--- config.mk ---
export PLATFORM = sky130hd
export DESIGN_NAME = scytale_decryption
export DESIGN_NICKNAME = d
export VERILOG_FILES = /design/src/rtl/decryption_pkg.sv /design/src/rtl/division.sv /design/src/rtl/scytale_decryption.sv
export SDC_FILE = /design/constraint.sdc
export NUM_CORES = 1
export LEC_CHECK = 0
export ABC_AREA = 1
export CORE_MARGIN = 1
export CORE_UTILIZATION = 60
export CTS_CLUSTER_DIAMETER = 100
export CTS_CLUSTER_SIZE = 14
export DETAILED_ROUTE_END_ITERATION = 7
export DONT_BUFFER_PORTS = 1
export GPL_ROUTABILITY_DRIVEN = 0
export GPL_TIMING_DRIVEN = 0
export PLACE_DENSITY = 0.81
export SLEW_MARGIN = 10
export SYNTH_ARGS = -nofsm -noshare
export SYNTH_HDL_FRONTEND = slang
export SYNTH_HIERARCHICAL = 1
export SYNTH_SLANG_ARGS = --single-unit
--- constraint.sdc ---
create_clock -name clk -period 48.7 [get_ports clk]
set_input_delay 9.74 -clock clk [delete_from_list [all_inputs] [get_ports clk]]
set_output_delay 9.74 -clock clk [all_outputs]
set_load 0.1 [all_outputs]
--- src/rtl/decryption_pkg.sv ---
// Shared constants and state encoding for the scytale decryption stage.
package decryption_pkg;
  localparam int D_WIDTH_DEF       = 8;
  localparam int KEY_WIDTH_DEF     = 8;
  localparam int MAX_NOF_CHARS_DEF = 50;
  localparam logic [7:0] START_DECRYPTION_TOKEN = 8'hFA;

  typedef enum logic [1:0] {
    IDLE    = 2'd0,
    DECRYPT = 2'd1,
    DONE    = 2'd2
  } state_t;
endpackage

--- src/rtl/division.sv ---
// Combinational unsigned divider; a zero divisor yields zero quotient and remainder.
module division #(
  parameter int WIDTH = 8
) (
  input  logic [WIDTH-1:0] n,
  input  logic [WIDTH-1:0] d,
  output logic [WIDTH-1:0] q,
  output logic [WIDTH-1:0] r
);
  always_comb begin
    q = '0;
    r = '0;
    if (d != '0) begin
      q = n / d;
      r = n % d;
    end
  end
endmodule

--- src/rtl/scytale_decryption.sv ---
// Collects ciphertext until the start token, then emits plaintext one char per clock.
// Handshake: valid_i is sampled only when busy is low; valid_o pulses once per emitted char.
module scytale_decryption
  import decryption_pkg::*;
#(
  parameter int D_WIDTH       = D_WIDTH_DEF,
  parameter int KEY_WIDTH     = KEY_WIDTH_DEF,
  parameter int MAX_NOF_CHARS = MAX_NOF_CHARS_DEF,
  parameter logic [D_WIDTH-1:0] START_DECRYPTION_TOKEN = decryption_pkg::START_DECRYPTION_TOKEN
) (
  input  logic                 clk,
  input  logic                 rst,
  input  logic [D_WIDTH-1:0]   data_i,
  input  logic                 valid_i,
  input  logic [KEY_WIDTH-1:0] key_N,
  input  logic [KEY_WIDTH-1:0] key_M,
  output logic [D_WIDTH-1:0]   data_o,
  output logic                 valid_o,
  output logic                 busy
);
  localparam int SRC_W = 2 * KEY_WIDTH;
  localparam int IDX_W = $clog2(MAX_NOF_CHARS);

  state_t               state_q, state_d;
  logic [KEY_WIDTH-1:0] wr_cnt_q, wr_cnt_d;
  logic [KEY_WIDTH-1:0] rd_idx_q, rd_idx_d;
  logic [D_WIDTH-1:0]   data_o_q, data_o_d;
  logic                 valid_o_q, valid_o_d;
  logic                 busy_q, busy_d;
  logic                 buf_we;

  logic [D_WIDTH-1:0]   mem_q [MAX_NOF_CHARS];
  logic [KEY_WIDTH-1:0] div_q, div_r;
  logic [SRC_W-1:0]     src;
  logic [IDX_W-1:0]     src_idx;

  division #(.WIDTH(KEY_WIDTH)) u_division (
    .n (rd_idx_q),
    .d (key_N),
    .q (div_q),
    .r (div_r)
  );

  // Column-major read-back: row R of the wrapped strip, column Q.
  assign src     = SRC_W'(div_r) * SRC_W'(key_M) + SRC_W'(div_q);
  assign src_idx = src[IDX_W-1:0];

  always_comb begin
    state_d   = state_q;
    wr_cnt_d  = wr_cnt_q;
    rd_idx_d  = rd_idx_q;
    data_o_d  = data_o_q;
    valid_o_d = 1'b0;
    busy_d    = busy_q;
    buf_we    = 1'b0;
    case (state_q)
      IDLE: begin
        if (valid_i) begin
          if (data_i == START_DECRYPTION_TOKEN) begin
            state_d  = DECRYPT;
            busy_d   = 1'b1;
            rd_idx_d = '0;
          end else if (wr_cnt_q < KEY_WIDTH'(MAX_NOF_CHARS)) begin
            buf_we   = 1'b1;
            wr_cnt_d = wr_cnt_q + KEY_WIDTH'(1);
          end
        end
      end
      DECRYPT: begin
        if (wr_cnt_q == '0) begin
          state_d = DONE;
        end else begin
          data_o_d  = (src < SRC_W'(wr_cnt_q)) ? mem_q[src_idx] : '0;
          valid_o_d = 1'b1;
          rd_idx_d  = rd_idx_q + KEY_WIDTH'(1);
          if (rd_idx_q == wr_cnt_q - KEY_WIDTH'(1)) state_d = DONE;
        end
      end
      DONE: begin
        busy_d   = 1'b0;
        wr_cnt_d = '0;
        data_o_d = '0;
        state_d  = IDLE;
      end
      default: state_d = IDLE;
    endcase
  end

  always_ff @(posedge clk) begin
    if (rst) begin
      state_q   <= IDLE;
      wr_cnt_q  <= '0;
      rd_idx_q  <= '0;
      data_o_q  <= '0;
      valid_o_q <= 1'b0;
      busy_q    <= 1'b0;
    end else begin
      state_q   <= state_d;
      wr_cnt_q  <= wr_cnt_d;
      rd_idx_q  <= rd_idx_d;
      data_o_q  <= data_o_d;
      valid_o_q <= valid_o_d;
      busy_q    <= busy_d;
    end
  end

  // Buffer contents are don't-care after reset, so no reset here.
  always_ff @(posedge clk) begin
    if (buf_we) mem_q[wr_cnt_q[IDX_W-1:0]] <= data_i;
  end

  assign data_o  = data_o_q;
  assign valid_o = valid_o_q;
  assign busy    = busy_q;
endmodule

==> flow_summary.ini <==
[power_and_ir_drop]
leakage_uw = 0.0103
p_per_area_nw_per_um2 = 31.3
vdd_drop_max_uv = 36.1
p_total_uw = 764

[global_route]
track_usage_pct = 31.7
grt_pass1_vias = 17000
grt_pass1_wl_um = 93200
gr-total-overflow = 0
antenna_found_initial = 0
grt_max_degree = 52

[layout]
nFillCells = 2895
area_growth_pct = 7.17
layout-drive-gt1-share_pct = 8.25
final_cell_mix = 711 x nand2_1, 400 x edfxtp_1, 384 x nand3_1
antenna_cells = 0
layout_commonest_cell = nand2_1
layout.nets = 2573

[sta]
hold_viol_final = 0
min_period_ps = 23460
setup_violations = 0
final.setup.tns_ps = 0
fin_crit_sh_pct = 48.2
fmax_mhz = 42.6
rsz0062_at_grt = false
setup_slack_ps = 25240
slew_headroom_pct = 27.3
worst_clock_skew_ps = 18.8
whs_ps = 510
tightest_slew_ps = 1090
drv_slew = 0

[detailed_routing]
wl_per_cell_um = 20.6
drt_iter0_drc = 2322
drt_pass1_iterations = 6
routed_via_density = 5.94
vias = 17400
ant_nets = 0
wl_um = 60500
route.detailed.drc = 0

[die]
start_util_pct = 60.8
die_y_um = 197
placementRows = 71
design.core.area_um2 = 37500
die_w_um = 197
die_area_um2 = 38700
ios = 37

[setup_path]
critPathLaunchType = input pin
path_common_cell = nand2_1
critPathKind = in2reg
ff2ff_setup_slack_ps = 34210
reg2reg_from = rd_idx_q[7]
path_max_fanout = 8
crit_required_ps = 49160
worstSetupEndpointType = flip-flop
cpLargestDelayFamily = adder cells
cp-startpoint = key_N[0]
cp.arrival_ps = 23920
max_stage_delay_ps = 560
cp_slowest_cell = fa_1
critPathBufInv = 11

[synth]
synth_nets = 2535
syn_avg_cell_area_um2 = 9.57
syn_area_um2 = 22800
ys.warnings.count = 6
ys_seq_area_share_pct = 55.2
ys_types = 50
async_flop_share_pct = 0
synth_ff_type = edfxtp_1
synth_edf_count = 400
ys_ff_latch = 428
synthCells = 2380

[status]
run_status = completed

[placed_design]
numPortBuffers = 0
place_hpwl_um = 41700
dp_slack_ps = 24890

[min_path]
hp-start = wr_cnt_q[7]
min_path_type = reg2reg

[clock_network]
postCtsSetupBuffers = 0
clock_path_buffers = 3
cts-htree-levels = 2
ctsResizeCount = 0
hold_buffers = 0
cts_made_buffers = 36
cts_tree = yes
insertion_delay_ps = 540
clockRootBuffer = clkbuf_16
path_clk_slew_ps = 70
cts.sink_count = 428

[run]
max-cap-violations = 0
-- registers in the layout, indices dropped and copies added (netlist names) --
name,cells
busy,1
state_q,2
valid_o,1
wr_cnt_q,8
rd_idx_q,8
data_o,8
mem_q,400
-- power breakdown --
| group | total (µW) | leakage [µW] | internal [µW] | switching, µW |
|---|---|---|---|---|
| clock network | 264 | 0.000485 | 140 | 124 |
| logic | 96.0 | 0.00594 | 28.5 | 67.4 |
| registers | 404 | 0.00383 | 403 | 0.736 |
-- stage by stage --
step | cells | instance area (µm²) | utilization [%]
2_1_floorplan | 2380 | 22800 | -
3_3_place_gp | 2891 | 23400 | 62.5
3_5_place_dp | 2891 | 23400 | 62.5
4_1_cts | 2936 | 24400 | 65.1
5_1_grt | 2936 | 24400 | 65.1
6_report | 2936 | 24400 | 65.1
-- worst paths after layout --
path	depth (start not counted)	end
setup / recovery	85	data_o[4]
hold / removal	2	wr_cnt_q[7]
setup reg to reg	84	data_o[4]
hold reg to reg	2	wr_cnt_q[7]
-- cell type report --
type | count | area (µm²) | area share [%]
buffer | 109 | 520 | 2.13
clock inverter | 2 | 25.0 | 0.103
sequential | 428 | 12600 | 51.5
multi-input combinational | 1609 | 8790 | 36.0
clock buffer | 43 | 970 | 3.97
tap | 511 | 639 | 2.62
inverter | 234 | 893 | 3.66
-- cells in the mapped netlist, types with 2 or more instances --
cell      number  area (µm²)
a21oi_1       61         305
a21oi_2        7        61.3
and2_1         7        43.8
and3_1         5        31.3
buf_1          6        22.5
buf_2         59         295
buf_4          2        15.0
buf_6          4        45.0
clkbuf_1      38         143
dfxtp_1       28         561
edfxtp_1     400       12000
fa_1          45         901
ha_1          83        1040
inv_1        214         803
inv_2         14        52.6
inv_4          4        25.0
nand2_1      711        2670
nand2_2       11        68.8
nand2_4        2        22.5
nand3_1      384        1920
nand3_2       21         210
nand3_4        2        35.0
nand3b_1       5        37.5
nand4_1       11        68.8
nor2_1       150         563
nor2_2         4        25.0
nor2_4         6        67.6
nor3_1         8        40.0
nor3_2         3        30.0
nor3_4         2        32.5
o21ai_0       14        70.1
o21ai_1       10        50.1
o21ai_2        9        78.8
o21bai_1       3        22.5
or2_2          5        31.3
xnor2_1        5        43.8
xor2_1        24         210
-- cell families (layout without fill, tap and decap cells) --
kind of cell             after synthesis  after routing  synth area share, %
XOR/XNOR                              30             30                 1.19
flip-flops                           428            428                 55.2
AND/OR/NAND/NOR                     1342           1342                 26.1
buffers and inverters                343            388                 6.21
AO/OA/AOI/OAI                        109            109                 2.77
adder cells (fa/ha/maj)              128            128                 8.51
-- metal layers --
layer,vias up,share of wire [%],GRT usage [%]
met4,0,6.0,17.6
li1,7983,-,-
met5,-,0,0
met1,8212,37,39.9
met2,1030,47,51.9
met3,204,10,6.11
-- worst register-to-register path, delay by kind of cell (launching register included) --
family                   cells  cell delay (ps)
adder cells (fa/ha/maj)     14             5190
flip-flops                   1              470
AO/OA/AOI/OAI               15             2360
XOR/XNOR                     2              380
AND/OR/NAND/NOR             43             4870
buffers and inverters       10             1080
Power figures use the tool's default switching activity.
